<file path="config.mk">
export PLATFORM = sky130hd
export DESIGN_NAME = sram_bus_arbiter
export DESIGN_NICKNAME = d
export VERILOG_FILES = /design/src/rtl/sram_bus_arbiter.sv
export SDC_FILE = /design/constraint.sdc
export NUM_CORES = 1
export LEC_CHECK = 0
export CAP_MARGIN = 20
export CORE_AREA = 2 2 121 123
export CTS_CLUSTER_SIZE = 8
export DETAILED_ROUTE_END_ITERATION = 10
export DIE_AREA = 0 0 123 125
export GPL_TIMING_DRIVEN = 1
export PLACE_DENSITY = 0.66
export REMOVE_ABC_BUFFERS = 1
export SYNTH_ARGS = -nofsm -noshare
export SYNTH_HDL_FRONTEND = slang
export SYNTH_SLANG_ARGS = --single-unit
</file>
<file path="constraint.sdc">
create_clock -name clk -period 3 [get_ports clk]
set_input_delay 0.6 -clock clk [delete_from_list [all_inputs] [get_ports clk]]
set_output_delay 0.6 -clock clk [all_outputs]
set_load 0.02 [all_outputs]
</file>
<file path="src/rtl/sram_bus_arbiter.sv">
// sram_bus_arbiter: round-robin two-master arbiter onto one SRAM-like slave, one transaction in flight
// with a data-phase watchdog that answers the master with zero data when the slave never responds.
module sram_bus_arbiter #(
  parameter int TIMEOUT = 255,
  parameter int CNT_W   = 8
) (
  input  logic             clk,
  input  logic             rstn,
  input  logic             inst_req,
  input  logic             inst_wr,
  input  logic [1:0]       inst_size,
  input  logic [31:0]      inst_addr,
  input  logic [31:0]      inst_wdata,
  output logic [31:0]      inst_rdata,
  output logic             inst_addr_ok,
  output logic             inst_data_ok,
  input  logic             data_req,
  input  logic             data_wr,
  input  logic [1:0]       data_size,
  input  logic [31:0]      data_addr,
  input  logic [31:0]      data_wdata,
  output logic [31:0]      data_rdata,
  output logic             data_addr_ok,
  output logic             data_data_ok,
  output logic             s_req,
  output logic             s_wr,
  output logic [1:0]       s_size,
  output logic [31:0]      s_addr,
  output logic [31:0]      s_wdata,
  input  logic [31:0]      s_rdata,
  input  logic             s_addr_ok,
  input  logic             s_data_ok,
  output logic             grant_data,
  output logic             timeout_err
);
  typedef enum logic [1:0] {IDLE, ADDR, DATA} state_t;
  state_t state;
  logic last_data;
  logic [CNT_W-1:0] cnt;
  logic in_addr, in_data, sel_inst, fire, done;
  assign in_addr  = state == ADDR;
  assign in_data  = state == DATA;
  // The slave mux defaults to the data master whenever the inst master is not being served.
  assign sel_inst = in_addr & ~grant_data;
  assign fire     = in_data & ~s_data_ok & (cnt == CNT_W'(TIMEOUT - 1));
  assign done     = in_data & (s_data_ok | fire);
  assign s_req    = in_addr;
  assign s_wr     = sel_inst ? inst_wr    : data_wr;
  assign s_size   = sel_inst ? inst_size  : data_size;
  assign s_addr   = sel_inst ? inst_addr  : data_addr;
  assign s_wdata  = sel_inst ? inst_wdata : data_wdata;
  assign inst_addr_ok = in_addr & s_addr_ok & ~grant_data;
  assign data_addr_ok = in_addr & s_addr_ok & grant_data;
  assign inst_data_ok = done & ~grant_data;
  assign data_data_ok = done & grant_data;
  assign inst_rdata   = fire ? '0 : s_rdata;
  assign data_rdata   = fire ? '0 : s_rdata;
  always_ff @(posedge clk or negedge rstn) begin
    if (!rstn) begin
      state       <= IDLE;
      grant_data  <= 1'b0;
      last_data   <= 1'b0;
      cnt         <= '0;
      timeout_err <= 1'b0;
    end else begin
      unique case (state)
        IDLE: if (inst_req | data_req) begin
          state      <= ADDR;
          grant_data <= data_req & ~(inst_req & last_data);
        end
        ADDR: if (s_addr_ok) begin
          state     <= DATA;
          cnt       <= '0;
          last_data <= grant_data;
        end
        DATA: if (done) begin
          state       <= IDLE;
          timeout_err <= timeout_err | fire;
        end else cnt <= cnt + 1'b1;
        default: state <= IDLE;
      endcase
    end
  end
endmodule
</file>
---- Yosys cells after proc, flatten, opt, wreduce, memory -nomap -nowiden ----
Cells that the tools add are included.
storage, ports and cells
  register bits ........................... 13
  input port bits ......................... 172
cells by class
  reduce and logical (&&, ||, !) cells .... 7
  bitwise operators ....................... 17
  multiplexer cells ....................... 12
  equality and inequality tests ........... 7
  add/subtract/negate cells ............... 1
operators by type and width
  operator             count
  $mux 32              3
  $mux 8               2
  $pmux 8 s2           1
  $and 1x1->1          11
  $add 8x1->8 const B  1
  $eq 8x8->1 const B   1
  $mux 2               4
  $ne 2x2->1 const B   3
  $pmux 2 s3           1
  $reduce_and 2->1     3
  $reduce_and 3->1     2
  $not 1->1            3
  $or 1x1->1           3
  $eq 2x1->1 const B   1
  $eq 2x2->1 const B   1
  $logic_not 2->1      1
  $ne 2x1->1 const B   1
  $reduce_bool 2->1    1
  $mux 1               1

---- Longest topological paths before layout ----
Gate-level depths: netlist (run 1).
  word-level depth ........................ 7
  mapped depth ............................ 7
  mapped depth without buffers ............ 5

---- Worst setup path after synthesis (run 1) ----
Ideal clock, no wire load.
  path type ............................... input to output
  from .................................... in s_data_ok
  to ...................................... out inst_rdata[10]
  path buffers ............................ 3
  arrival time ............................ 1847 ps
  setup slack ............................. 553 ps
  data required time ...................... 2400 ps
  stages on the path ...................... 6
  cell sequence ........................... or3b_1 buf_2 nor3_4 buf_2 nor2b_1 buf_4
between the ends
  cells in the longest elaborated chain, start to end .. 4
ends and longest elaborated chain
  what                      RTL line  text
  from (decl)               32        input logic s_data_ok,
  $not 1->1                 45        assign fire = in_data & ~s_data_ok & (cnt == CNT_W'(TIMEOUT - 1));
  $and 1x1->1 (2 in a row)  45
  $mux 32                   -
  to (decl)                 14        output logic [31:0] inst_rdata,
Every way passes these cells.

---- Final worst setup path (run 1) ----
  from .................................... in s_data_ok
  to ...................................... out inst_rdata[5]
between the ends
  cells in the longest elaborated chain, start to end .. 4
ends and longest elaborated chain
  what                      RTL line  text
  $not 1->1                 45
  $and 1x1->1 (2 in a row)  45
  $mux 32                   56        assign inst_rdata = fire ? '0 : s_rdata;
Every way passes these cells.

==> flow_summary_export.csv, run 1 <==
group,metric,value,unit
status,status,"finished, final reports clean",
global_route,antenna_found_initial,0,
power,power_density,521,nW/um^2
placed_design,dpl.hpwl,9730,um
sta,setup_violations,0,
setup_path,reg2reg_from,"state[1]",
placed_design,port_buffers,309,
setup_path,critPathKind,"input port to output port",
synthesis,ys_seq_elements,13,
worst_hold_path,hp-class,"flop to flop",
sta,slew_headroom,59.4,%
global_route,grt_pass1_vias,2897,
detailed_routing,routedWlPerCell,15.8,um
sta,finalCritPeriodShare,97.8,%
setup_path,r2r-end,"cnt[7]",
sta,finClkSkew,1.21,ps
floorplan,core.rowCount,44,
synthesis,yosysWarnings,0,
power,p_leak,2.45,nW
clock_network,clk_pin_slew,50,ps
global_route,overflow,0,
sta,hold_viol,0,
worst_hold_path,whs_endpoint,"timeout_err",
clock_network,htree_levels,1,
worst_hold_path,hp-start,"timeout_err",
sta,tightest_slew,607,ps
setup_path,cp_max_fo,15,
detailed_routing,drt-initial-drc-count,82,
detailed_routing,antenna_left,0,
detailed_routing,drc,0,
floorplan,die_h,125,um
final_layout,area_delta_synth_final,160,%
placed_design,pre_cts_ws,-180,ps
final_layout,diodes,0,
final_layout,fin_area,5310,um^2
placed_design,place.gp.congestion,0.834,
power,peakVddDrop,0.000335,V
job,cap_violations,0,
synthesis,synth_top_area_share,37.0,%
power,power,0.00276,W
setup_path,worst-r2r-cell-count,4,
detailed_routing,vias_per_cell,3.97,
floorplan,ios,310,
setup_path,cp-start-kind,"input port",
sta,post-route-min-period,2930,ps
global_route,grtUsageTotal,13.2,%
sta,max_freq,0.341,GHz
sta,finalMaxSlewViolations,0,
floorplan,die_w,123,um
synthesis,ys_seq_area_share,15.9,%
setup_path,critPathArrivalTime,2330,ps
synthesis,yosys.area.top_type,"mux2_2",
clock_network,cts_made_buffers,3,
synthesis,synth.top_cells.by_area,"mux2_2, dfrtp_1, buf_4",
final_layout,most-common-layout-cells,"clkdlybuf4s50_1, mux2_2, dlygate4sd2_1",
final_layout,final_common_cell,"clkdlybuf4s50_1",
synthesis,syn-cell-area,2040,um^2
clock_network,cts_tree,"done",
detailed_routing,drt_pass1_iterations,4,
placed_design,placed_area,5210,um^2
synthesis,avgSynthCellArea,9.19,um^2
clock_network,cts_root_buffer,"clkbuf_16",
floorplan,core,14200,um^2
global_route,grt_max_degree,31,
clock_network,holdBufCountCts,0,
setup_path,rrSetupSlack,1180,ps
global_route,grt_pass1_wl,15800,um
clock_network,cts_setup_buffers,0,
setup_path,cp-end-kind,"output port",
clock_network,clockBufferDepth,2,
sta,setup_ws,67.2,ps
clock_network,cts.sinks,13,
worst_hold_path,min_path_cells,1,
detailed_routing,wl,10900,um
detailed_routing,vias,2734,
synthesis,synthDistinctLibCells,40,
clock_network,clock_latency,250,ps
final_layout,num-nets-final,679,
synthesis,syn_inst,222,
floorplan,die_area,15400,um^2
final_layout,drive_above_1_share,17.9,%
setup_path,cp.required,2400,ps
floorplan,start_util,14.4,%
## flip-flops by register name, summed over array words and instances (netlist names)
| register | cells |
|---|---|
| state | 2 |
| cnt | 8 |
| last_data | 1 |
| timeout_err | 1 |
| grant_data | 1 |
## metal layers
metal	GRT usage (%)	vias to the layer above	share of wire (%)
met5	0	-	0
met4	2.81	0	1.1
met3	3.24	10	8.3
met2	24.9	139	54
met1	14.9	1266	37
li1	-	1319	-
## where the power goes
part,switching [W],leakage [nW],internal [W]
sequential,0.0000689,0.173,0.000214
combinational,0.00103,2.24,0.00120
clock,0.0000799,0.0409,0.000178
## per-stage QoR
step | std cells | util [%] | hold slack, ps | setup TNS [ps]
5_1_grt | 688 | 37.4 | 496 | -106
6_report | 688 | 37.4 | 465 | 0
3_5_place_dp | 684 | 36.7 | 456 | -7440
4_1_cts | 688 | 36.7 | 468 | 0
3_3_place_gp | 684 | 36.7 | 463 | -8560
2_1_floorplan | 176 | - | 304 | -88510
## worst max path at each step
stage | cells after the start | start | end | slack, ps
after CTS | 6 | s_data_ok | data_rdata[24] | 3
after floorplan | 3 | state[0] | s_addr[0] | -1320
after global routing | 7 | s_data_ok | inst_rdata[5] | -20
final | 7 | s_data_ok | inst_rdata[5] | 70
after global placement | 6 | s_data_ok | data_data_ok | -190
after detailed placement | 6 | s_data_ok | data_rdata[2] | -180
## logic make-up after synthesis
| family | Yosys count | synth area share (%) |
|---|---|---|
| AND/OR/NAND/NOR | 68 | 20.7 |
| buffers and inverters | 51 | 16.9 |
| flip-flops | 13 | 15.9 |
| AO/OA/AOI/OAI | 17 | 6.38 |
| adder cells (fa/ha/maj) | 2 | 1.23 |
| multiplexers | 71 | 38.9 |
## worst max-delay path, cell delays in order
cell and delay, ps:
clkdlybuf4s50_1 440, or3b_4 410, nor3_4 200, buf_12 160, buf_12 130, nor2b_1 70
dlygate4sd2_1 330
## Yosys cell counts
cell       n
a211oi_1   4
a21o_1     1
a21oi_1    1
a31oi_1    2
a32o_1     1
a41oi_1    1
and2_1     1
and2b_1    4
and3_1     1
and4_1     2
and4b_1    1
buf_2      8
buf_4     36
buf_6      1
clkbuf_1   1
dfrtp_1   13
ha_1       2
inv_1      5
mux2_2    67
mux2i_1    4
nand2_1   13
nand3_1    3
nand3b_1   1
nand4_1    1
nand4b_1   1
nor2_1     2
nor2b_1   29
nor3_1     1
nor3_2     1
nor3_4     1
nor3b_1    1
nor4_1     1
nor4b_1    1
o2111a_1   2
o211a_1    1
o21ai_0    3
o32ai_1    1
or2_2      1
or3b_1     1
or4_1      1
## layout make-up
class / instances / area, um^2
Clock buffer: 3 / 75.1
Tap cell: 184 / 230
Inverter: 5 / 18.8
Timing Repair Buffer: 324 / 3270
Clock inverter: 1 / 5.00
Multi-Input combinational cell: 158 / 1380
Fill cell: 1502 / 8900
Sequential cell: 13 / 325
## what timing repair did
action / CTS / global route
setup endpoints to repair: 64 / 50
resized for setup: 64 / 39
cloned: 0 / 0
Note: power is estimated with default switching activity, not from simulation.
==> run 2, diff against run 1 <==
- RECOVER_POWER: default -> 25
==> flow_summary_export.csv, run 2 (synthesis gave the netlist of run 1 again) <==
group,metric,value,unit
floorplan,ios,310,
sta,setup_violations,0,
setup_path,cp-end-kind,"output port",
final_layout,diodes,0,
floorplan,die_h,125,um
detailed_routing,drc,0,
placed_design,dpl.hpwl,9730,um
clock_network,holdBufCountCts,0,
global_route,grt_pass1_vias,2897,
final_layout,area_delta_synth_final,160,%
sta,finalMaxSlewViolations,0,
sta,tightest_slew,613,ps
setup_path,cp-start-kind,"input port",
setup_path,critPathArrivalTime,2330,ps
setup_path,critPathSlowestCell,"clkdlybuf4s50_1",
status,status,"finished, final reports clean",
worst_hold_path,whs_endpoint,"timeout_err",
worst_hold_path,hp-class,"flop to flop",
floorplan,die_w,123,um
clock_network,clockBufferDepth,2,
placed_design,place.gp.congestion,0.834,
sta,max_freq,0.341,GHz
clock_network,cts_made_buffers,3,
final_layout,reg.largest.list,"cnt x8, state x2",
global_route,grtUsageTotal,13.2,%
placed_design,port_buffers,309,
setup_path,cpPeakStageDelay,440,ps
final_layout,most-common-layout-cells,"clkdlybuf4s50_1, mux2_2, dlygate4sd2_1",
setup_path,cp_num_buf_inv,4,
final_layout,largest_reg_flops,8,
detailed_routing,antenna_left,0,
final_layout,fin_cells,688,
worst_hold_path,hp-start,"timeout_err",
global_route,overflow,0,
global_route,grt_pass1_wl,15800,um
setup_path,crit_top_cell,"buf_12",
detailed_routing,vias_per_cell,3.98,
clock_network,cts_tree,"done",
floorplan,core.rowCount,44,
detailed_routing,wl,10900,um
setup_path,cp.required,2400,ps
clock_network,clock_latency,250,ps
sta,slew_headroom,59.0,%
setup_path,crit_cells,7,
detailed_routing,vias,2735,
sta,hold_viol,0,
job,cap_violations,0,
floorplan,start_util,14.4,%
clock_network,clk_pin_slew,50,ps
setup_path,cp_max_fo,15,
clock_network,htree_levels,1,
power,peakVddDrop,0.000335,V
setup_path,crit_chain,"clkdlybuf4s50_1, or3b_4, nor3_4, buf_12, buf_12, nor2b_1, dlygate4sd2_1",
setup_path,crit_start,"s_data_ok",
setup_path,critPathKind,"input port to output port",
setup_path,worst-r2r-cell-count,4,
sta,post-route-min-period,2930,ps
detailed_routing,drt_pass1_iterations,4,
power,p_leak,2.45,nW
global_route,antenna_found_initial,0,
final_layout,num-nets-final,679,
power,power_density,521,nW/um^2
placed_design,dpl.cell_count,684,
setup_path,reg2reg_from,"state[1]",
global_route,grt_max_degree,31,
setup_path,r2r-end,"cnt[7]",
final_layout,drive_above_1_share,17.9,%
detailed_routing,routedWlPerCell,15.8,um
sta,finClkSkew,1.21,ps
detailed_routing,drt-initial-drc-count,82,
clock_network,cts_setup_buffers,0,
final_layout,top_register,"cnt",
worst_hold_path,min_path_cells,1,
floorplan,die_area,15400,um^2
clock_network,cts.sinks,13,
final_layout,final_common_cell,"clkdlybuf4s50_1",
sta,finalCritPeriodShare,97.8,%
sta,whs,465,ps
clock_network,cts_root_buffer,"clkbuf_16",
floorplan,core,14200,um^2
setup_path,rrSetupSlack,1180,ps
setup_path,cp_top_family,"buffers and inverters",
## run 2: cell count changes in the layout (fill, tap and decap cells not counted), sizes merged
cell,change
clkdlybuf4s50,-3
dlygate4sd3,+3
## run 2: how the worst max path moves through the flow
stage	slack, ps	endpoint
after CTS	3	data_rdata[24]
after detailed placement	-180	data_rdata[2]
after global placement	-190	data_data_ok
after floorplan	-1320	s_addr[0]
final	70	inst_rdata[5]
after global routing	-20	inst_rdata[5]
## run 2: stage by stage
stage                     setup WS (ps)  TNS, ps  total power [W]  utilization [%]  area (um^2)
final                              67.3        0          0.00276             37.4         5310
after global routing              -17.8     -106          0.00290             37.4         5310
after CTS                          2.71        0          0.00283             36.7         5210
after detailed placement           -180    -7440          0.00259             36.7         5210
after global placement             -194    -8560          0.00258             36.7         5210
after floorplan                   -1320   -88510          0.00140                -         1720
## run 2: routing by layer
metal	GRT usage, %	vias to the layer above	part of all wire [%]
met2	24.9	141	54
li1	-	1320	-
met4	2.81	0	1.1
met5	0	-	0
met3	3.24	10	8.3
met1	14.9	1264	37
## run 2: final cells by class
type	count	area, um^2
clock buffers	3	75.1
clock inverters	1	5.00
fillers	1502	8900
inverters	5	18.8
multi-input cells	158	1380
flip-flops and latches	13	325
well taps	184	230
repair buffers	324	3270
## run 2: where the power goes
part | switching (W) | internal, W | leakage, nW
logic | 0.00103 | 0.00120 | 2.24
clock network | 0.0000799 | 0.000178 | 0.0409
registers | 0.0000688 | 0.000214 | 0.173
total | 0.00117 | 0.00159 | 2.45
## run 2: what timing repair did
action / CTS / global route
cloned: 0 / 0
resized for setup: 64 / 39
endpoints found under the setup margin: 64 / 50
## run 2: worst register-to-register path, stage by stage, from the launching register on
cell	delay, ps
dfrtp_1	570
or3b_4	460
buf_4	170
nor4_1	340
mux2i_1	220
==> run 3, diff against run 2 <==
- ABC_AREA: default -> 1
- CORE_AREA: 2 2 121 123 -> 2 2 122 124
- DIE_AREA: 0 0 123 125 -> 0 0 124 126
==> flow_summary_export.csv, run 3 <==
group,metric,value,unit
status,status,"finished, final reports clean",
setup_path,cp.required,2400,ps
final_layout,drive_above_1_share,2.17,%
synthesis,synth_top_family_by_area,"simple AND/OR/NAND/NOR gates",
synthesis,ys_seq_elements,13,
synthesis,synth_fa_ha_area_share,1.18,%
synthesis,syn_inst,423,
synthesis,synth_most_common_cell,"nand2_1",
synthesis,avgSynthCellArea,5.03,um^2
clock_network,cts_root_buffer,"clkbuf_16",
sta,tightest_slew,599,ps
worst_hold_path,hp-class,"flop to flop",
synthesis,synth.top_cells.by_area,"nand2_1, dfrtp_1, buf_4",
synthesis,postSynth.asyncResetShare,100,%
clock_network,cts_tree,"done",
power,p_leak,2.48,nW
setup_path,rrSetupSlack,1250,ps
clock_network,holdBufCountCts,0,
clock_network,clk_pin_slew,40,ps
final_layout,most-common-layout-cells,"clkdlybuf4s50_1, nand2_1, nor2_1",
synthesis,syn-cell-area,2130,um^2
floorplan,ios,310,
placed_design,port_buffers,309,
setup_path,crit_chain,"clkdlybuf4s50_1, inv_1, nand2_1, nor2_4, buf_12, nor2_1, clkdlybuf4s50_1",
detailed_routing,drt-initial-drc-count,101,
placed_design,dpl.hpwl,8630,um
synthesis,ys_seq_area_share,15.3,%
placed_design,place.gp.congestion,0.772,
job,cap_violations,0,
setup_path,cp_max_fo,17,
setup_path,critPathArrivalTime,2320,ps
synthesis,synth-compound-area-share,1.70,%
synthesis,synth_flop_cell,"dfrtp_1",
sta,finalCritPeriodShare,97.3,%
sta,setup_violations,0,
clock_network,clock_latency,240,ps
global_route,antenna_found_initial,0,
sta,slew_headroom,59.9,%
final_layout,num-nets-final,867,
synthesis,yosys.area.top_type,"nand2_1",
final_layout,fin_cells,876,
floorplan,core.rowCount,44,
global_route,grt_max_degree,68,
clock_network,clockBufferDepth,2,
setup_path,critPathKind,"input port to output port",
setup_path,cpPeakStageDelay,640,ps
synthesis,synthMuxAreaShare,0,%
sta,finClkSkew,1.28,ps
global_route,grtUsageTotal,12.1,%
final_layout,post-route-util,36.4,%
global_route,overflow,0,
global_route,grt_pass1_wl,15200,um
final_layout,largest_reg_flops,8,
synthesis,synthXorXnorAreaFrac,1.23,%
setup_path,critPathSlowestCell,"clkdlybuf4s50_1",
sta,finalMaxSlewViolations,0,
floorplan,core,14300,um^2
floorplan,die_area,15600,um^2
setup_path,cp-end-kind,"output port",
synthesis,synthSimpleGateAreaFrac,56.0,%
setup_path,crit_top_cell,"clkdlybuf4s50_1",
synthesis,synth_common_cells,"nand2_1, nor2_1, inv_1",
final_layout,diodes,0,
detailed_routing,vias,3193,
final_layout,reg.largest.list,"cnt x8, state x2",
sta,post-route-min-period,2920,ps
setup_path,cp-start-kind,"input port",
sta,max_freq,0.343,GHz
synthesis,yosysWarnings,0,
power,power_density,600,nW/um^2
sta,hold_viol,0,
final_layout,area_delta_synth_final,145,%
detailed_routing,vias_per_cell,3.64,
detailed_routing,drt_pass1_iterations,4,
synthesis,synth_top_area_share,42.0,%
clock_network,cts_made_buffers,3,
global_route,grt_pass1_vias,2743,
floorplan,start_util,14.9,%
power,peakVddDrop,0.000595,V
final_layout,top_register,"cnt",
placed_design,dpl.cell_count,869,
synthesis,synth_edf_count,0,
floorplan,die_w,124,um
clock_network,htree_levels,1,
sta,rsz0062_at_grt,"true",
detailed_routing,drc,0,
clock_network,cts.sinks,13,
detailed_routing,routedWlPerCell,12.3,um
synthesis,synthDistinctLibCells,24,
detailed_routing,antenna_left,0,
floorplan,die_h,126,um
detailed_routing,wl,10700,um
final_layout,final_common_cell,"clkdlybuf4s50_1",
-- run 3: cell count changes in the layout (fill, tap and decap cells not counted), sizes merged, moves of 39 or more --
cell / change
nor2: +49
nand2: +227
dlygate4sd2: -57
inv: +39
mux2: -67
clkdlybuf4s50: +82
-- run 3: kinds of logic (layout without fill, tap and decap cells) --
kind of cell / after synthesis / in the layout
compound gates: 6 / 6
xor+xnor: 3 / 3
fa+ha+maj: 2 / 2
buf+inv: 94 / 362
flops: 13 / 13
simple gates: 305 / 306
-- run 3: path summary, 6_finish.rpt --
kind,startpoint,endpoint,cells after the start
worst max-delay path,s_data_ok,inst_rdata[17],7
worst max register to register,cnt[0],cnt[3],9
max in group asynchronous,rstn,timeout_err,1
worst min-delay path,timeout_err,timeout_err,1
worst min register to register,timeout_err,timeout_err,1
min in group asynchronous,rstn,last_data,1
-- run 3: final cells by class --
cell class,instances,area (um^2)
clock buffers,4,78.8
fillers,1521,9100
inverters,44,165
multi-input cells,317,1290
flip-flops and latches,13,325
well taps,184,230
repair buffers,314,3120
-- run 3: per-layer routing --
| metal | GRT usage [%] | vias up | routed length, um |
|---|---|---|---|
| met1 | 15.3 | 1358 | 4260 |
| met3 | 1.86 | 5 | 853 |
| li1 | - | 1737 | - |
| met4 | 1.59 | 0 | 56 |
| met5 | 0 | - | 0 |
| met2 | 22.0 | 93 | 5580 |
-- run 3: power breakdown --
| group | leakage [nW] | total [W] | internal, W | switching (W) |
|---|---|---|---|---|
| clock | 0.0382 | 0.000251 | 0.000179 | 0.0000723 |
| sequential | 0.175 | 0.000241 | 0.000209 | 0.0000320 |
| combinational | 2.27 | 0.00263 | 0.00118 | 0.00145 |
-- run 3: worst max-delay path: cells and delay by family --
kind / cells / cell delay (ps)
buf+inv: 4 / 1320
simple gates: 3 / 400
-- run 3: repair_timing --
action	CTS	global route
setup buffers	0	2
cloned	1	0
resized for setup	8	7
endpoints found under the setup margin	64	59
pin swaps	1	2
-- run 3: metrics by stage --
step	hold WS (ps)	total power (W)	worst slack [ps]	TNS (ps)	cell area [um^2]
2_1_floorplan	304	0.00153	-485	-32500	1770
3_3_place_gp	454	0.00292	-166	-6730	5150
3_5_place_dp	457	0.00292	-161	-6820	5150
4_1_cts	468	0.00319	2.85	0	5230
5_1_grt	481	0.00337	-27.0	-47.9	5210
6_report	458	0.00313	80.6	0	5210
